[src/rtl/rx_cdr_pkg.sv]
// Shared types and sizing helpers for the post-CORDIC receive back-end.
package rx_cdr_pkg;

  typedef enum logic [1:0] {
    SEARCH = 2'd0,
    TRACK  = 2'd1,
    FRAME  = 2'd2
  } rx_state_e;

  localparam logic [7:0]  DEFAULT_SFD = 8'hA7;
  localparam int unsigned LEN_W       = 7;

  // Bits needed to hold values 0..max_val.
  function automatic int unsigned cnt_w(input int unsigned max_val);
    return (max_val < 2) ? 1 : $clog2(max_val + 1);
  endfunction

endpackage

[src/rtl/rx_bit_timing.sv]
// Bit timing recovery: phase counter, edge detection, edge-spacing tolerance
// check, mid-bit decision and run-length lock-loss detection.
module rx_bit_timing
  import rx_cdr_pkg::*;
#(
  parameter int unsigned OSR      = 8,
  parameter int unsigned LOCK_TOL = 1,
  parameter int unsigned MAX_RUN  = 8
) (
  input  logic i_clk,
  input  logic i_rst,
  input  logic i_dir,
  input  logic i_dir_valid,
  output logic edge_c,
  output logic tol_ok_c,
  output logic dec_c,
  output logic dec_bit_c,
  output logic run_lost_c
);

  localparam int unsigned PH_W    = cnt_w(OSR - 1);
  localparam int unsigned RUN_LIM = OSR * MAX_RUN + LOCK_TOL;
  localparam int unsigned SP_MAX  = RUN_LIM + 1;
  localparam int unsigned SP_W    = cnt_w(SP_MAX);

  logic [PH_W-1:0] ph_q;
  logic [SP_W-1:0] sp_q;
  logic            prev_q;

  assign edge_c     = i_dir_valid && (i_dir != prev_q);
  assign dec_c      = i_dir_valid && (ph_q == PH_W'(OSR / 2));
  assign dec_bit_c  = i_dir;
  // Spacing already past the longest legal run and still no edge.
  assign run_lost_c = i_dir_valid && !edge_c && (sp_q >= SP_W'(RUN_LIM));

  // Spacing is acceptable when it lands within LOCK_TOL of any k*OSR.
  always_comb begin
    tol_ok_c = 1'b0;
    for (int unsigned k = 1; k <= MAX_RUN; k++) begin
      if ((32'(sp_q) + LOCK_TOL >= k * OSR) && (32'(sp_q) <= k * OSR + LOCK_TOL)) begin
        tol_ok_c = 1'b1;
      end
    end
  end

  always_ff @(posedge i_clk) begin
    if (i_rst) begin
      ph_q   <= '0;
      sp_q   <= '0;
      prev_q <= 1'b0;
    end else if (i_dir_valid) begin
      prev_q <= i_dir;
      if (edge_c) begin
        ph_q <= PH_W'(1);
      end else if (ph_q == PH_W'(OSR - 1)) begin
        ph_q <= '0;
      end else begin
        ph_q <= ph_q + PH_W'(1);
      end
      if (edge_c) begin
        sp_q <= SP_W'(1);
      end else if (sp_q != SP_W'(SP_MAX)) begin
        sp_q <= sp_q + SP_W'(1);
      end
    end
  end

endmodule

[src/rtl/rx_cdr_framer.sv]
// CDR + framer: lock FSM, SFD hunt, length-prefixed byte packing, valid/ready
// output. Define RX_STATS_EN to add frame/drop counters.
module rx_cdr_framer
  import rx_cdr_pkg::*;
#(
  parameter int unsigned OSR      = 8,
  parameter int unsigned LOCK_TOL = 1,
  parameter int unsigned SYNC_LEN = 16,
  parameter logic [7:0]  SFD      = DEFAULT_SFD,
  parameter int unsigned MAX_RUN  = 8,
  parameter int unsigned BYTE_W   = 8
) (
  input  logic              i_clk,
  input  logic              i_rst,
  input  logic              i_dir,
  input  logic              i_dir_valid,
  output logic              o_bit,
  output logic              o_bit_valid,
  output logic              o_locked,
  output logic [BYTE_W-1:0] o_data,
  output logic              o_data_valid,
  input  logic              i_data_ready,
  output logic              o_sof,
  output logic              o_eof,
  output logic              o_overflow
`ifdef RX_STATS_EN
  ,
  output logic [15:0]       o_frame_cnt,
  output logic [15:0]       o_drop_cnt
`endif
);

  localparam int unsigned BC_W = cnt_w(BYTE_W - 1);
  localparam int unsigned SC_W = cnt_w(SYNC_LEN);

  logic edge_c, tol_ok_c, dec_c, dec_bit_c, run_lost_c;
  logic sof_c, eof_c, done_c;

  rx_state_e         state_q, state_d;
  logic [SC_W-1:0]   sync_q;
  logic [7:0]        sfd_q, sfd_nx_c;
  logic [BYTE_W-1:0] pk_q, byte_c;
  logic [BC_W-1:0]   bcnt_q;
  logic              hdr_q;
  logic [LEN_W-1:0]  rem_q;

  rx_bit_timing #(
    .OSR      (OSR),
    .LOCK_TOL (LOCK_TOL),
    .MAX_RUN  (MAX_RUN)
  ) u_timing (
    .i_clk       (i_clk),
    .i_rst       (i_rst),
    .i_dir       (i_dir),
    .i_dir_valid (i_dir_valid),
    .edge_c      (edge_c),
    .tol_ok_c    (tol_ok_c),
    .dec_c       (dec_c),
    .dec_bit_c   (dec_bit_c),
    .run_lost_c  (run_lost_c)
  );

  assign sfd_nx_c = {dec_bit_c, sfd_q[7:1]};
  assign byte_c   = {dec_bit_c, pk_q[BYTE_W-1:1]};

  // Next state and per-cycle control strobes.
  always_comb begin
    state_d = state_q;
    sof_c   = 1'b0;
    eof_c   = 1'b0;
    done_c  = 1'b0;
    case (state_q)
      SEARCH: begin
        if (edge_c && tol_ok_c && (sync_q == SC_W'(SYNC_LEN - 1))) state_d = TRACK;
      end
      TRACK: begin
        if (run_lost_c) begin
          state_d = SEARCH;
        end else if (dec_c && (sfd_nx_c == SFD)) begin
          sof_c   = 1'b1;
          state_d = FRAME;
        end
      end
      FRAME: begin
        if (run_lost_c) begin
          state_d = SEARCH;
        end else if (dec_c && (bcnt_q == BC_W'(BYTE_W - 1))) begin
          done_c = 1'b1;
          if (hdr_q ? (byte_c[LEN_W-1:0] == '0) : (rem_q == LEN_W'(1))) begin
            eof_c   = 1'b1;
            state_d = TRACK;
          end
        end
      end
      default: state_d = SEARCH;
    endcase
  end

  always_ff @(posedge i_clk) begin
    if (i_rst) begin
      state_q      <= SEARCH;
      sync_q       <= '0;
      sfd_q        <= '0;
      pk_q         <= '0;
      bcnt_q       <= '0;
      hdr_q        <= 1'b0;
      rem_q        <= '0;
      o_bit        <= 1'b0;
      o_bit_valid  <= 1'b0;
      o_locked     <= 1'b0;
      o_data       <= '0;
      o_data_valid <= 1'b0;
      o_sof        <= 1'b0;
      o_eof        <= 1'b0;
      o_overflow   <= 1'b0;
    end else begin
      state_q     <= state_d;
      o_locked    <= (state_d != SEARCH);
      o_sof       <= sof_c;
      o_eof       <= eof_c;
      o_bit_valid <= dec_c && (state_q != SEARCH);
      if (dec_c && (state_q != SEARCH)) o_bit <= dec_bit_c;

      if (state_q != SEARCH) begin
        sync_q <= '0;
      end else if (edge_c) begin
        sync_q <= tol_ok_c ? sync_q + SC_W'(1) : '0;
      end

      // SFD window restarts empty every time TRACK is (re)entered.
      if (state_d != TRACK) begin
        sfd_q <= '0;
      end else if ((state_q == TRACK) && dec_c) begin
        sfd_q <= sfd_nx_c;
      end

      if (sof_c) begin
        pk_q   <= '0;
        bcnt_q <= '0;
        hdr_q  <= 1'b1;
      end else if ((state_q == FRAME) && dec_c && !run_lost_c) begin
        pk_q   <= byte_c;
        bcnt_q <= done_c ? '0 : bcnt_q + BC_W'(1);
        if (done_c) begin
          hdr_q <= 1'b0;
          rem_q <= hdr_q ? byte_c[LEN_W-1:0] : rem_q - LEN_W'(1);
        end
      end

      // A held, unaccepted byte wins over a newly completed one.
      if (done_c && (!o_data_valid || i_data_ready)) begin
        o_data       <= byte_c;
        o_data_valid <= 1'b1;
      end else begin
        if (done_c) o_overflow <= 1'b1;
        if (o_data_valid && i_data_ready) o_data_valid <= 1'b0;
      end
    end
  end

`ifdef RX_STATS_EN
  always_ff @(posedge i_clk) begin
    if (i_rst) begin
      o_frame_cnt <= '0;
      o_drop_cnt  <= '0;
    end else begin
      if (eof_c && (o_frame_cnt != 16'hFFFF)) o_frame_cnt <= o_frame_cnt + 16'd1;
      if (done_c && o_data_valid && !i_data_ready && (o_drop_cnt != 16'hFFFF)) begin
        o_drop_cnt <= o_drop_cnt + 16'd1;
      end
    end
  end
`endif

endmodule
[config.mk]
export PLATFORM = sky130hd
export DESIGN_NAME = rx_cdr_framer
export DESIGN_NICKNAME = d
export VERILOG_FILES = /design/src/rtl/rx_cdr_pkg.sv /design/src/rtl/rx_bit_timing.sv /design/src/rtl/rx_cdr_framer.sv
export SDC_FILE = /design/constraint.sdc
export NUM_CORES = 1
export LEC_CHECK = 0
export CAP_MARGIN = 25
export CELL_PAD_IN_SITES_DETAIL_PLACEMENT = 1
export CELL_PAD_IN_SITES_GLOBAL_PLACEMENT = 1
export CORE_MARGIN = 8
export CORE_UTILIZATION = 44
export DETAILED_ROUTE_END_ITERATION = 10
export PLACE_DENSITY_LB_ADDON = 0.1
export SLEW_MARGIN = 20
export SYNTH_ARGS = -nofsm -noshare
export SYNTH_HDL_FRONTEND = slang
export SYNTH_SLANG_ARGS = --single-unit
[constraint.sdc]
create_clock -name i_clk -period 2.4 [get_ports i_clk]
set_input_delay 0.24 -clock i_clk [delete_from_list [all_inputs] [get_ports i_clk]]
set_output_delay 0.24 -clock i_clk [all_outputs]
set_load 0.005 [all_outputs]
==> results of run 1 <==
==> where the power goes <==
group          internal (mW)  total, mW  switching [mW]
logic                 0.0374      0.102          0.0642
registers              0.968      0.977         0.00842
clock network          0.583      0.981           0.398
total                   1.59       2.06           0.470
==> state kept, by name (all words and copies together), names as in the netlist <==
name / flops
bcnt_q: 3
hdr_q: 1
o_bit: 1
o_bit_valid: 1
o_data: 8
o_data_valid: 1
o_eof: 1
o_locked: 1
o_overflow: 1
o_sof: 1
pk_q: 7
rem_q: 7
sfd_q: 7
state_q: 2
sync_q: 5
u_timing.ph_q: 3
u_timing.prev_q: 1
u_timing.sp_q: 7
==> worst max path at each step <==
stage | end | slack [ps] | cells after the start
after floorplan | sfd_q[1] | 330 | 8
after global placement | sfd_q[1] | 200 | 8
after detailed placement | bcnt_q[0] | 130 | 8
after CTS | bcnt_q[0] | 120 | 8
after global routing | pk_q[4] | 60 | 6
final | sfd_q[6] | 200 | 7
==> area by class of cell <==
class / count / area [µm²]
timing repair buffer: 44 / 378
fill: 840 / 3120
multi-input combinational: 281 / 1660
inverter: 13 / 48.8
clock buffer: 11 / 131
tap: 80 / 100
sequential: 58 / 1160
clock inverter: 5 / 78.8
==> critical path, stage by stage (launching register included) <==
cell	delay [ps]
dfxtp_1	340
or4_1	550
nor4b_2	400
o211ai_1	180
a211oi_2	340
a211oi_2	70
buf_4	170
nor2_1	100
==> cells in the mapped netlist, drive strengths merged, types with 3 or more instances <==
master / count / area, µm²
nand3: 30 / 163
o211ai: 6 / 45.0
clkbuf: 10 / 38.8
buf: 11 / 73.8
nor4: 3 / 18.8
nand2: 41 / 154
a21oi: 35 / 175
nor3: 14 / 70.1
nor2: 46 / 173
a22oi: 4 / 30.0
o21ai: 19 / 95.1
and3: 6 / 37.5
or3: 5 / 31.3
dfxtp: 58 / 1160
a211oi: 4 / 40.0
a31oi: 5 / 31.3
inv: 13 / 48.8
mux2i: 10 / 100
ha: 12 / 150
nand2b: 11 / 68.8
==> timing repair <==
item	4_1_cts	5_1_grt
hold buffers	0	0
resized for setup	0	2
endpoints found under the setup margin	0	6
==> cells by family after synthesis <==
| family | share of synthesized area [%] |
|---|---|
| muxes | 3.36 |
| AOI/OAI and AO/OA | 17.9 |
| buffers and inverters | 5.42 |
| xor gates and xnor gates | 0.841 |
| adders and majority gates | 5.04 |
| and+or+nand+nor | 28.5 |
| DFF | 39.0 |
==> per-layer routing <==
layer	wire (µm)	track usage, %
met5	0	0
met4	153	8.38
met3	204	3.41
met2	3760	28.9
met1	3810	21.0
==> per-stage QoR <==
step	instances	total power, mW	hold slack (ps)
after CTS	492	2.09	458
after detailed placement	476	1.10	449
after global placement	476	1.10	440
after floorplan	373	1.06	423
final	492	2.06	455
after global routing	492	2.14	485
==> metrics.md, run 1 <==
| Metric | Value |
|---|---|
| Status | completed |
| Min-delay worst type | reg2reg |
| Synth Instances | 373 |
| Hold Crit Depth | 2 |
| Setup-failing EPs final | 0 |
| Core ar. | 6680 µm² |
| IO Pins | 20 |
| R2r setup slk | roughly 200 ps |
| Reg-to-reg endpoint | sfd_q[6] |
| Most common cell after layout, fill and taps aside | dfxtp_1 |
| CP Data Required Time | 2680 ps |
| Worst skew pair latency | between 300 and 400 ps |
| CTS root buf | clkbuf_8 |
| Initial DRC count | 70 |
| Pwr per Cell Area | a little under 600 nW/µm² |
| Final nets | 424 |
| Crit path from | pk_q[1] |
| Mapped cell area | 2980 µm² |
| Die height | 98.3 µm |
| RSZ-0062 raised after global routing | no |
| Worst-path clk slew | 70 ps |
| Dpl cell area | 3340 µm² |
| First-pass GRT wire length | 13600 µm |
| Crit path time final | 2200 ps |
| Clk buf depth | 2 |
| Worst R2R Path Depth | 7 |
| Max VDD drop | 0.284 mV |
| Setup crit start kind | register |
| Largest net degree at the start of global routing | 39 |
| Hold worst-path end | o_data[7] |
| Final worst setup slack | 204 ps |
| CTS sink count | 58 |
| Max-slew violation count | 0 |
| Synth cell types | 53 |
| Initial antenna violation count | 0 |
| Gr ovfl total | 0 |
| Max H-tree Level | 3 |
| Critical path type | reg2reg |
| DIE WIDTH | 98.3 µm |
| Reg-to-reg critical path startpoint | pk_q[1] |
| Num CTS Buffers | 9 |
| Post-Syn Nets | 390 |
| Crit end category | register |
| ANT cells | 0 |
| Vias per inst | 5.63 |
| Yosys warns | 0 |
| Primary FF master, synth | dfxtp_1 |
| Post-synth EDFFs | 0 |
| Hold path start | o_data[7] |
| Layout cell share with drive strength beyond 1 | 12.4% |
| CP arrival | 2480 ps |
| Syn_area_per_cell | 7.98 µm² |
| PortBufs | 19 |
| Area growth, synth to finish | 19.5% |
| Worst-margin pin slew | 421 ps |
| Routed length per placed instance | between 15 and 20 µm |
| Max Cap Viol | 0 |
| Skew final | 7.36 ps |
| Total negative slack | 0 ps |
| CTS tree | done |
| Die area | approximately 9700 µm² |
| Post-CTS setup buffers | 0 |
| Async SR Flop Fraction | 0% |
| Pleak | around 1.3 nW |
| Crit-path max FO | 8 |
| DR pass1 iterations | 4 |
| Max Clock Freq | 455 MHz |
| Vias | 2770 |
| Final Cell Area | around 3600 µm² |
| Initial Util | 44.6% |
| Seq/Total Area, Yosys | around two fifths |
| Most frequent cells in the layout | dfxtp_1 (57), nor2_1 (46), nand2_1 (40) |
| Routability cong. | 0.841 |
| Aggregate global-route resource usage | 17.4% |
| Final ANT Viol Nets | 0 |
| DRT Wirelength | 7930 µm |
| # DRC | 0 |
| Relative slew margins | 72.0% |
| Final core utilization | 53.2% |
| Number of global-route vias before repair | 2849 |
| Dpl ws | approximately 130 ps |
| Final Hold Violating Endpoints | 0 |
| Flops & latches, synth | 58 |
| Row Count | 30 |
| Final cycle utilization of the critical path | 91.5% |
| Post-detailed-placement half-perimeter wirelength | a little under 6000 µm |
Note: power is estimated with default switching activity, not from simulation.
==> inputs of run 2 (changes only) <==
- HOLD_SLACK_MARGIN: unset -> 0.1
==> results of run 2 <==
No change in the layout: final DEF, timing and power equal those of run 1.
==> inputs of run 3 (changes only) <==
- SLEW_MARGIN: 20 -> 5
==> results of run 3 <==
No change in the layout: final DEF, timing and power equal those of run 1.
